### src/rtl/draw_pkg.sv
// Shared types and helpers for the draw priority controller.
package draw_pkg;

    localparam int DEF_NUM_LAYERS = 4;
    localparam int LAYER_W        = $clog2(DEF_NUM_LAYERS);

    typedef logic [LAYER_W-1:0] layer_idx_t;

    // Slot k holds a layer index; slot 0 is the highest priority.
    typedef layer_idx_t [DEF_NUM_LAYERS-1:0] prio_order_t;

    typedef enum logic {
        FLASH_IDLE = 1'b0,
        FLASH_RUN  = 1'b1
    } flash_state_t;

    // True when every layer index appears exactly once in the order.
    function automatic logic is_permutation(input prio_order_t order);
        logic [DEF_NUM_LAYERS-1:0] seen;
        seen = '0;
        for (int unsigned k = 0; k < DEF_NUM_LAYERS; k++) begin
            seen[order[k]] = 1'b1;
        end
        return &seen;
    endfunction

    function automatic prio_order_t identity_order();
        prio_order_t order;
        for (int unsigned k = 0; k < DEF_NUM_LAYERS; k++) begin
            order[k] = layer_idx_t'(k);
        end
        return order;
    endfunction

endpackage

### src/rtl/layer_priority_select.sv
// Combinational one-hot selection of the highest-priority requesting layer.
module layer_priority_select
    import draw_pkg::*;
(
    input  prio_order_t                order,
    input  logic [DEF_NUM_LAYERS-1:0]  req,
    output logic [DEF_NUM_LAYERS-1:0]  grant
);

    logic found;

    // Walk slots from highest priority; the first requesting layer wins.
    always_comb begin
        grant = '0;
        found = 1'b0;
        for (int unsigned k = 0; k < DEF_NUM_LAYERS; k++) begin
            if (!found && req[order[k]]) begin
                grant[order[k]] = 1'b1;
                found           = 1'b1;
            end
        end
    end

endmodule

### src/rtl/draw_priority_ctrl.sv
// Layer arbitration with frame-synchronous priority reload and hit-flash blinking.
module draw_priority_ctrl
    import draw_pkg::*;
#(
    parameter int NUM_LAYERS   = DEF_NUM_LAYERS,
    parameter int FLASH_LAYER  = 0,
    parameter int FLASH_FRAMES = 32,
    parameter int BLINK_PERIOD = 4
) (
    input  logic                                   clk,
    input  logic                                   reset,
    input  logic                                   startOfFrame,
    input  logic [NUM_LAYERS-1:0]                  drawingRequest,
    input  logic                                   cfgValid,
    input  logic [NUM_LAYERS*$clog2(NUM_LAYERS)-1:0] cfgPriority,
    output logic                                   cfgReady,
    output logic                                   cfgError,
    input  logic                                   hitEvent,
    output logic [NUM_LAYERS-1:0]                  grant,
    output logic                                   grantValid,
    output logic                                   flashActive,
    output logic                                   flashVisible
);

    localparam int CW = $clog2(FLASH_FRAMES + 1);
    localparam logic [CW-1:0] FRAMES_END = CW'(FLASH_FRAMES);
    localparam logic [CW-1:0] BLINK_P    = CW'(BLINK_PERIOD);

    prio_order_t               active_order;
    prio_order_t               shadow_order;
    prio_order_t               cfg_order;
    logic                      shadow_full;
    logic                      cfg_accept;
    logic                      cfg_ok;
    logic [NUM_LAYERS-1:0]     masked_req;
    logic [NUM_LAYERS-1:0]     grant_next;

    flash_state_t              state, state_n;
    logic [CW-1:0]             flash_cnt, flash_cnt_n;
    logic                      flash_vis, flash_vis_n;

    assign cfg_order    = cfgPriority;
    assign cfgReady     = !shadow_full;
    assign cfg_accept   = cfgValid && cfgReady;
    assign cfg_ok       = is_permutation(cfg_order);
    assign grantValid   = |grant;
    assign flashActive  = (state == FLASH_RUN);
    assign flashVisible = flash_vis;

    // Hide the flashing layer's request while it is in a hidden half-period.
    always_comb begin
        masked_req = drawingRequest;
        if (!flash_vis) begin
            masked_req[FLASH_LAYER] = 1'b0;
        end
    end

    layer_priority_select u_select (
        .order (active_order),
        .req   (masked_req),
        .grant (grant_next)
    );

    // Config handshake, frame-boundary shadow apply and the grant register.
    // The apply tests the registered shadow_full, so a write landing on the
    // same startOfFrame waits for the following pulse.
    always_ff @(posedge clk) begin
        if (reset) begin
            active_order <= identity_order();
            shadow_order <= identity_order();
            shadow_full  <= 1'b0;
            cfgError     <= 1'b0;
            grant        <= '0;
        end else begin
            grant <= grant_next;
            if (startOfFrame && shadow_full) begin
                active_order <= shadow_order;
                shadow_full  <= 1'b0;
            end
            if (cfg_accept) begin
                if (cfg_ok) begin
                    shadow_order <= cfg_order;
                    shadow_full  <= 1'b1;
                    cfgError     <= 1'b0;
                end else begin
                    cfgError     <= 1'b1;
                end
            end
        end
    end

    // Flash FSM state register.
    always_ff @(posedge clk) begin
        if (reset) begin
            state     <= FLASH_IDLE;
            flash_cnt <= '0;
            flash_vis <= 1'b1;
        end else begin
            state     <= state_n;
            flash_cnt <= flash_cnt_n;
            flash_vis <= flash_vis_n;
        end
    end

    // Flash FSM next state: hit restarts, frames count up, blink toggles.
    always_comb begin
        state_n     = state;
        flash_cnt_n = flash_cnt;
        flash_vis_n = flash_vis;
        if (hitEvent) begin
            state_n     = FLASH_RUN;
            flash_cnt_n = '0;
            flash_vis_n = 1'b0;
        end else if (state == FLASH_RUN && startOfFrame) begin
            flash_cnt_n = flash_cnt + CW'(1);
            if (flash_cnt_n == FRAMES_END) begin
                state_n     = FLASH_IDLE;
                flash_vis_n = 1'b1;
            end else if ((flash_cnt_n % BLINK_P) == '0) begin
                flash_vis_n = !flash_vis;
            end
        end
    end

endmodule

### config.mk
export PLATFORM = sky130hd
export DESIGN_NAME = draw_priority_ctrl
export DESIGN_NICKNAME = d
export VERILOG_FILES = /design/src/rtl/draw_pkg.sv /design/src/rtl/layer_priority_select.sv /design/src/rtl/draw_priority_ctrl.sv
export SDC_FILE = /design/constraint.sdc
export NUM_CORES = 1
export LEC_CHECK = 0
export CORE_ASPECT_RATIO = 0.6
export CORE_MARGIN = 4
export CORE_UTILIZATION = 29
export DETAILED_ROUTE_END_ITERATION = 12
export PLACE_DENSITY_LB_ADDON = 0.2
export SLEW_MARGIN = 20
export SYNTH_ARGS = -nofsm -noshare
export SYNTH_HDL_FRONTEND = slang
export SYNTH_SLANG_ARGS = --single-unit
### constraint.sdc
create_clock -name clk -period 2.2 [get_ports clk]
set_input_delay 0.44 -clock clk [delete_from_list [all_inputs] [get_ports clk]]
set_output_delay 0.44 -clock clk [all_outputs]
set_load 0.02 [all_outputs]
* Yosys cells after proc, flatten, opt, wreduce, memory -nomap -nowiden
Index checks and enable logic that the tools add are counted. W data, S select, Z words.
Operators by class: multiply operators 0, div/mod/pow operators 0, mux-type cells 43, eq/ne operators 1, reductions and logical operators 29, add/sub/neg operators 1, bitwise operators 6, $lt $le $gt $ge 16, shifts and indexed selects 0
Operator list (count):
- $mux W1 | 27
- $lt A2 B3 Y1 const B | 8
- $or A4 B4 Y4 | 6
- $demux W1 S2 | 8
- $ge A2 B1 Y1 const B | 8
- $mux W4 | 4
- $logic_and A1 B1 Y1 | 14
- $bmux W1 S2 | 4
- $add A6 B1 Y6 const B | 1
- $eq A6 B6 Y1 const B | 1
- $logic_not A6 Y1 | 1
- $logic_not A1 Y1 | 5
- $reduce_and A5 Y1 | 1
- $reduce_and A2 Y1 | 2
- $reduce_and A4 Y1 | 1
- $reduce_bool A2 Y1 | 2
- $reduce_or A4 Y1 | 1
- $reduce_bool A3 Y1 | 1
- $reduce_or A2 Y1 | 1
Storage, ports and cells: memory bits (writable) 0, flip-flop bits (word level) 30, memory bits (read-only) 0, latch bits 0, memories kept 0, input port bits 17

* Longest topological paths before layout
Gate-level depths: netlist of the first run.
word-level depth 13, mapped depth 6

* Hierarchy
Synthesis of the first run repeated with hierarchy kept, for this count alone.
Unflattened totals: cell total of the unflattened synthesis 184, area total of the unflattened synthesis 1627.8 µm²
By module, submodules not included:
- draw_priority_ctrl | cells each 143, seq. area each 600.6 µm², times used 1, area an instance 1310.0 µm²
- layer_priority_select | cells each 41, seq. area each 0.0 µm², times used 1, area an instance 317.8 µm²

* Least setup slack after synthesis of the first run
Ideal clock, no wire load.
kind input to register, start input port drawingRequest[0], end register grant[1], required time 2112 ps, cell stages on the path 5, slack 488 ps, arrival 1624 ps, buffers on the path 0, library setup time 88 ps, cells stage by stage and2_4 > mux4_2 > nor4b_4 > nand2_2 > o32ai_2
Between the ends: cells in the longest elaborated chain, start to end 13
RTL lines:
- start, declared | line draw_priority_ctrl.sv:13 | input logic [NUM_LAYERS-1:0] drawingRequest,
- $mux W1 (*) | line draw_priority_ctrl.sv:53 | if (!flash_vis) begin
- $bmux W1 S2 | line layer_priority_select.sv:17 | if (!found && req[order[k]]) begin
- $mux W1 (implied by the code) | line layer_priority_select.sv:17
- $mux W1 | line layer_priority_select.sv:17
- $logic_not A1 Y1 | line layer_priority_select.sv:17
- $logic_and A1 B1 Y1 | line layer_priority_select.sv:17
- $mux W1 | line layer_priority_select.sv:17
- $logic_not A1 Y1 | line layer_priority_select.sv:17
- $logic_and A1 B1 Y1 | line layer_priority_select.sv:17
- $mux W1 | line layer_priority_select.sv:17
- $logic_not A1 Y1 | line layer_priority_select.sv:17
- $logic_and A1 B1 Y1 | line layer_priority_select.sv:17
- $mux W4 (*) | line layer_priority_select.sv:17
- end signal, assigned | line draw_priority_ctrl.sv:75 | grant <= grant_next;
- end, declared | line draw_priority_ctrl.sv:19 | output logic [NUM_LAYERS-1:0] grant,
Mark *: on every way between the ends. The rest lies on a longest branch, timed or not. The select of a mux whose other input is x is not followed. A chain may end at the register's enable or synchronous reset.

* Final worst setup path of the first run
start register grant[1], end output port grantValid
Between the ends: cells in the longest elaborated chain, start to end 1
RTL lines:
- $reduce_or A4 Y1 | line draw_priority_ctrl.sv:46 | assign grantValid = |grant;
- end, declared | line draw_priority_ctrl.sv:20 | output logic grantValid,
Every way passes these cells.

==> results of run 1 <==
[state kept, by name (all words and copies together) (netlist names)]
signal,flops
active_order,8
cfgError,1
flashActive,1
flashVisible,1
flash_cnt,6
grant,4
shadow_full,1
shadow_order,8
[per-stage QoR]
step | cells | total power, W | setup slack (ns) | hold slack (ns) | cell area [sq um]
final | 284 | 0.00124 | 0.118 | 0.468 | 2100
after global routing | 284 | 0.00131 | 0.0662 | 0.508 | 2100
after CTS | 284 | 0.00126 | 0.102 | 0.472 | 2100
after detailed placement | 278 | 0.000824 | -0.107 | 0.463 | 2020
after global placement | 278 | 0.000826 | -0.0921 | 0.464 | 2020
after floorplan | 176 | 0.000708 | 0.488 | 0.443 | 1560
[worst register-to-register path, stage by stage, from the launching register on]
cell                      delay (ns)
sky130_fd_sc_hd__dfxtp_1        0.40
sky130_fd_sc_hd__and2_4         0.19
sky130_fd_sc_hd__mux4_2         0.50
sky130_fd_sc_hd__nor4b_4        0.32
sky130_fd_sc_hd__nand2_2        0.11
sky130_fd_sc_hd__o32ai_2        0.19
[cell type report]
cell class	count	area, sq um
multi-input cells	127	886
fillers	512	3030
well taps	66	82.6
inverters	10	37.5
clock buffers	6	82.6
flip-flops and latches	30	601
repair buffers	45	413
[synthesized netlist by cell type, drive strengths merged, types with 2 or more instances]
cell,number,share of area (%)
a21oi,11,3.5
nand2,16,4.0
nor3,2,0.64
and3,6,2.4
mux2i,4,2.6
nand3,7,2.2
a211o,8,4.5
a31oi,5,2.0
a22o,2,1.1
nand2b,6,2.4
o21ai,3,0.96
clkbuf,8,1.9
nor2b,8,3.2
inv,10,2.4
mux4,3,4.3
dfxtp,30,38
o32ai,5,3.8
nor2,18,4.3
xor2,4,2.2
o22ai,2,0.80
[worst max-delay path by stage]
stage                            to  slack (ns)         startpoint  cells after the start
floorplan                  grant[1]        0.49  drawingRequest[0]                      5
global placement    shadow_order[7]       -0.09     cfgPriority[1]                      7
detailed placement  shadow_order[2]       -0.11     cfgPriority[0]                      7
CTS                      grantValid        0.10           grant[1]                      2
global route             grantValid        0.07           grant[1]                      2
finish                   grantValid        0.12           grant[1]                      2
[routing by layer]
metal | vias to the layer above | share of wire, % | GRT usage [%]
met2 | 27 | 35 | 14.6
met3 | 3 | 5.6 | 4.30
met4 | 0 | 0.55 | 3.88
li1 | 723 | - | -
met1 | 628 | 59 | 19.8
met5 | - | 0 | 0
[report_power, final]
| group | internal, W | switching (W) | total [W] |
|---|---|---|---|
| sequential | 0.000565 | 0.0000178 | 0.000583 |
| clock | 0.000241 | 0.000189 | 0.000429 |
| combinational | 0.000124 | 0.000105 | 0.000230 |
[cells by family after synthesis]
kind of cell / synth area share, %
simple gates: 24.4
compound gates: 21.1
flops: 38.5
buf+inv: 4.81
mux: 7.61
xor+xnor: 2.80
fa+ha+maj: 0.801
==> metrics.md, run 1 <==
| Metric | Value |
|---|---|
| Power density over the cells | `591 nW/um^2` |
| R2r endpoint | `grant[1]` |
| Final critical-path share of the clock period | `94.6%` |
| Number of antenna violations at the first check in global routing | `0` |
| Number of hold buffers added after CTS | `0` |
| Most common cell after layout, fill and taps aside | `sky130_fd_sc_hd__dfxtp_1` |
| Final Util | `41.0%` |
| Worst-case clock skew | `0.00341 ns` |
| FF+latch count, synth | `30` |
| Number of buffers and inverters on the critical path | `1` |
| DR vias/cell | `approximately 5` |
| Htree depth | `2` |
| Number of max-cap violations | `0` |
| Total core area | `between 5000 and 6000 sq um` |
| Number of warning messages in the yosys log | `0` |
| Leakage component of the power | `~0.8 nW` |
| Total number of nets in the final design | `between 200 and 250` |
| Status | `finished clean` |
| Number of antenna cells inserted | `0` |
| Iteration count of the initial detailed-routing pass | `4` |
| # clock sinks | `30` |
| Start point of the worst hold path | `shadow_order[0]` |
| Number of unique standard cell types used by synthesis | `between 40 and 50` |
| Final wirelength | `around 3.8 mm` |
| Synthesized instance count | `approximately 180` |
| Area added between synthesis and finish | `34.6%` |
| Largest delay contributor family on the critical path | `buffers and inverters` |
| Top-level port count | `26` |
| Floorplan die area | `around 6700 sq um` |
| Worst reg-to-reg path cell count | `5` |
| Arr. time, crit path | `1.64 ns` |
| TritonCTS clock tree | `done` |
| Clock input transition at the sequential cells of the worst setup and hold paths | `around 0.060 ns` |
| Number of nets produced by synthesis | `between 150 and 200` |
| Post-synth EDFFs | `0` |
| Final setup violation count | `0` |
| Transition at the pin with the smallest max-transition slack | `0.401 ns` |
| Async S/R FF share, synth | `0%` |
| Placed wire-length estimate after detailed placement | `2.96 mm` |
| Total routing usage reported by global routing | `between 10 and 15%` |
| Die Ht | `roughly 65 um` |
| Origin of the critical flop-to-flop path | `flashVisible` |
| R2R setup slack | `~0.4 ns` |
| Required time of the worst setup path | `1.76 ns` |
| FP Rows | `20` |
| Buffers inserted during post-CTS setup optimization | `0` |
| Average size of a mapped cell | `between 8 and 9 sq um` |
| Detailed Route Iter0 Violations | `between 50 and 60` |
| Layout cell share with drive strength beyond 1 | `roughly 17%` |
| Unrepaired setup endpoints after global routing | `false` |
| Top_reg_cell synth | `sky130_fd_sc_hd__dfxtp_1` |
| Width of the die | `103 um` |
| Clock insertion delay at the later pin of the skew report | `~0.28 ns` |
| Final Hold Viols | `0` |
| Number of I/O port buffers | `25` |
| Worst Hold Class | `register to register` |
| Crit path max fanout | `2` |
| Endpoint of the worst hold-timing path | `active_order[0]` |
| Critical path launch point type | `register` |
| Commonest cells after routing, fill and taps aside | `sky130_fd_sc_hd__dfxtp_1, sky130_fd_sc_hd__clkdlybuf4s50_1, sky130_fd_sc_hd__buf_4` |
| Endpoint kind of the worst setup timing path | `primary output` |
| Starting Density | `a little under a third` |
| Maximum root-to-sink buffer count | `2` |
| Count of cells along the worst hold path | `2` |
| Worst-case headroom to the max-slew limit | `between 70% and 80%` |
| List of cells traversed by the critical path | `or4_1, clkdlybuf4s50_1` |
| Global-route wire length before repair | `between 6 and 7 mm` |
| Final weighted congestion of routability-driven global placement | `approximately 0.80` |
| Maximum number of pins on one net before global-route repair | `15` |
| Number of global-route vias before repair | `between 1000 and 1500` |
| Slowest cell on crit path | `sky130_fd_sc_hd__clkdlybuf4s50_1` |
| Number of remaining DRC errors | `0` |
| Clock period minus final worst setup slack | `approximately 2.1 ns` |
| Overall via count from detail_route | `~1400` |
| Total congestion overflow | `0` |
| Sequential share of the synthesized area | `between 30% and 40%` |
| Final antenna-violating net count | `0` |
| Avg WL per Cell | `approximately 13 um` |
| Total CTS buffers | `5` |
| Maximum VDD drop | `228 uV` |
| Accumulated negative setup slack | `0 ns` |
| Highest clock rate | `about 480 MHz` |
| Count of cells resized by post-cts repair | `0` |
| Cell area after synthesis | `~1600 sq um` |
| Max incr delay on CP | `about 0.55 ns` |
| Critical Setup Path Class | `register to primary output` |
| Root Driver | `sky130_fd_sc_hd__clkbuf_8` |
| Max-slew violation total from the final report | `0` |
(Power assumes the default switching activity.)
==> inputs of run 2 (changes only) <==
CTS_BUF_LIST = sky130_fd_sc_hd__clkbuf_2 sky130_fd_sc_hd__clkbuf_4 sky130_fd_sc_hd__clkbuf_8   (was not set)
==> results of run 2 <==
Final layout, timing and power as in run 1 (identical DEF).
==> inputs of run 3 (changes only) <==
CORE_ASPECT_RATIO = 0.75   (was 0.6)
GPL_ROUTABILITY_DRIVEN = 0   (was not set)
==> run 3 against run 2 <==
Compared with the run above:
- setup slack got worse by 0.0073 ns
- core utilization grew 1.2 points
- via count rose by 2.4%
- power is 2.8% higher
- first-iteration DRC count rose by 85%
- combinational power about the same
- maximum frequency shrank 0.35%
- sequential power about the same
==> metrics.md, run 3 (synthesis results as in run 1) <==
| Metric | Value |
|---|---|
| Avg WL per Cell | `12.7 um (was 13.3 um)` |
| Total routing usage reported by global routing | `11.8% (was 12.4%)` |
| Htree depth | `2 (unchanged)` |
| Biggest regs | `active_order x8, shadow_order x8, flash_cnt x6 (unchanged)` |
| Number of max-cap violations | `0 (unchanged)` |
| Final critical-path share of the clock period | `94.9% (was 94.6%)` |
| Worst-case headroom to the max-slew limit | `69.1% (was 73.2%)` |
| Crit path max fanout | `2 (unchanged)` |
| Status | `finished clean (unchanged)` |
| Total congestion overflow | `0 (unchanged)` |
| Layout cell share with drive strength beyond 1 | `17.7% (was 17.0%)` |
| Transition at the pin with the smallest max-transition slack | `0.463 ns (was 0.401 ns)` |
| Slowest cell on crit path | `sky130_fd_sc_hd__clkdlybuf4s50_1 (unchanged)` |
| Detailed Route Iter0 Violations | `96 (was 52)` |
| Largest delay contributor family on the critical path | `buffers and inverters (unchanged)` |
| Number of antenna cells inserted | `0 (unchanged)` |
| Commonest cells after routing, fill and taps aside | `sky130_fd_sc_hd__dfxtp_1, sky130_fd_sc_hd__clkdlybuf4s50_1, sky130_fd_sc_hd__buf_4 (unchanged)` |
| Starting Density | `31.0% (was 30.4%)` |
| Width of the die | `92.7 um (was 103 um)` |
| Highest clock rate | `479 MHz (was 480 MHz)` |
| Unrepaired setup endpoints after global routing | `false (unchanged)` |
| Fillcell total | `511 (was 512)` |
| Number of buffers and inverters on the critical path | `1 (unchanged)` |
| Overall via count from detail_route | `1414 (was 1381)` |
| Maximum number of pins on one net before global-route repair | `22 (was 15)` |
| Global-route wire length before repair | `6.31 mm (was 6.37 mm)` |
| Clock period minus final worst setup slack | `2.09 ns (was 2.08 ns)` |
| Worst-case clock skew | `0.00781 ns (was 0.00341 ns)` |
| Root Driver | `sky130_fd_sc_hd__clkbuf_8 (unchanged)` |
| Clock input transition at the sequential cells of the worst setup and hold paths | `0.07 ns (was 0.06 ns)` |
| Switching power summed over all nets | `0.000321 W (was 0.000312 W)` |
| Arr. time, crit path | `1.65 ns (was 1.64 ns)` |
| Number of antenna violations at the first check in global routing | `0 (unchanged)` |
| Number of remaining DRC errors | `0 (unchanged)` |
| Final setup violation count | `0 (unchanged)` |
| Number of hold buffers added after CTS | `0 (unchanged)` |
| Power density over the cells | `601 nW/um^2 (was 591 nW/um^2)` |
| Power share of the combinational group | `18.2% (was 18.5%)` |
| Placed wire-length estimate after detailed placement | `2.86 mm (was 2.96 mm)` |
| Power Internal | `0.000955 W (was 0.000930 W)` |
| Required time of the worst setup path | `1.76 ns (about the same)` |
| Max incr delay on CP | `0.55 ns (about the same)` |
| Clock insertion delay at the later pin of the skew report | `0.28 ns (about the same)` |
| Number of global-route vias before repair | `1325 (was 1285)` |
| Total core area | `5040 sq um (was 5130 sq um)` |
| Final Hold Viols | `0 (unchanged)` |
| Leakage component of the power | `0.814 nW (was 0.804 nW)` |
| Critical path launch point type | `register (unchanged)` |
| List of cells traversed by the critical path | `or4_1, clkdlybuf4s50_1 (unchanged)` |
| Maximum VDD drop | `303 uV (was 228 uV)` |
| Number of I/O port buffers | `25 (unchanged)` |
| Sequential group share of total power | `45.4% (was 46.9%)` |
| Worst hold-check slack | `0.472 ns (was 0.468 ns)` |
| Max-slew violation total from the final report | `0 (unchanged)` |
| Iteration count of the initial detailed-routing pass | `4 (unchanged)` |
| Buffers inserted during post-CTS setup optimization | `0 (unchanged)` |
| # clock sinks | `30 (unchanged)` |
| Final antenna-violating net count | `0 (unchanged)` |
| DR vias/cell | `4.84 (was 4.86)` |
| Die Ht | `71.6 um (was 64.8 um)` |
| Final Util | `42.1% (was 41.0%)` |
| FP Rows | `22 (was 20)` |
| Most common cell after layout, fill and taps aside | `sky130_fd_sc_hd__dfxtp_1 (unchanged)` |
| Floorplan die area | `6630 sq um (was 6660 sq um)` |
| Total CTS buffers | `5 (unchanged)` |
| Count of cells resized by post-cts repair | `0 (unchanged)` |
| Maximum root-to-sink buffer count | `2 (unchanged)` |
| Final wirelength | `3.70 mm (was 3.78 mm)` |
| Total number of nets in the final design | `237 (unchanged)` |
| Critical Setup Path Class | `register to primary output (unchanged)` |
| Power Total | `0.00128 W (was 0.00124 W)` |
| Switching power as a share of total power | `25.2% (was 25.1%)` |
| Worst Hold Class | `register to register (unchanged)` |
| Top-level port count | `26 (unchanged)` |
| Fraction of power consumed by the clock network | `36.3% (was 34.6%)` |
| TritonCTS clock tree | `done (unchanged)` |
| Endpoint kind of the worst setup timing path | `primary output (unchanged)` |
| Area added between synthesis and finish | `35.9% (was 34.6%)` |
-- run 3: final timing paths --
check,from,slack [ns],to,cells after the start
worst max-delay path,grant[1],0.11,grantValid,2
worst min-delay path,shadow_order[3],0.47,active_order[3],2
worst max register to register,active_order[3],0.47,grant[0],4
worst min register to register,shadow_order[3],0.47,active_order[3],2
-- run 3: metal layers --
metal  vias to the layer above  share of wire [%]  GRT usage, %
met5                         -                  0             0
met4                         0               0.92          3.90
met3                         4                4.3          3.46
met2                        29                 39          16.5
met1                       659                 55          17.3
li1                        722                  -             -
-- run 3: stage by stage --
step | setup TNS [ns] | cell area (sq um) | instances | setup WS (ns)
after floorplan | 0 | 1560 | 176 | 0.488
after detailed placement | -0.213 | 2030 | 284 | -0.0373
final | 0 | 2120 | 292 | 0.111
after global routing | 0 | 2120 | 292 | 0.0698
after global placement | -0.216 | 2030 | 284 | -0.0362
after CTS | 0 | 2120 | 292 | 0.0908
-- run 3: area by class of cell --
class                   instances  area [sq um]  area share (%)
clock buffers                   7          90.1            4.25
clock inverters                 1          5.00           0.236
inverters                      10          37.5            1.77
multi-input cells             127           886            41.7
flip-flops and latches         30           601            28.3
well taps                      72          90.1            4.25
repair buffers                 45           413            19.5
-- run 3: worst reg2reg max path, cell delays in order, from the launching register on --
cell and delay (ns):
sky130_fd_sc_hd__dfxtp_1 0.44, sky130_fd_sc_hd__mux4_2 0.59, sky130_fd_sc_hd__nor2_1 0.24, sky130_fd_sc_hd__a31oi_1 0.12
sky130_fd_sc_hd__o32ai_1 0.24
-- run 3: power by group through the flow --
| stage | clock network (W) | logic (W) | registers (W) |
|---|---|---|---|
| global route | 0.000511 | 0.000252 | 0.000582 |
| CTS | 0.000479 | 0.000233 | 0.000580 |
| detailed placement | 0 | 0.000232 | 0.000591 |
| floorplan | 0 | 0.000110 | 0.000598 |
| finish | 0.000464 | 0.000233 | 0.000580 |
| global placement | 0 | 0.000233 | 0.000592 |
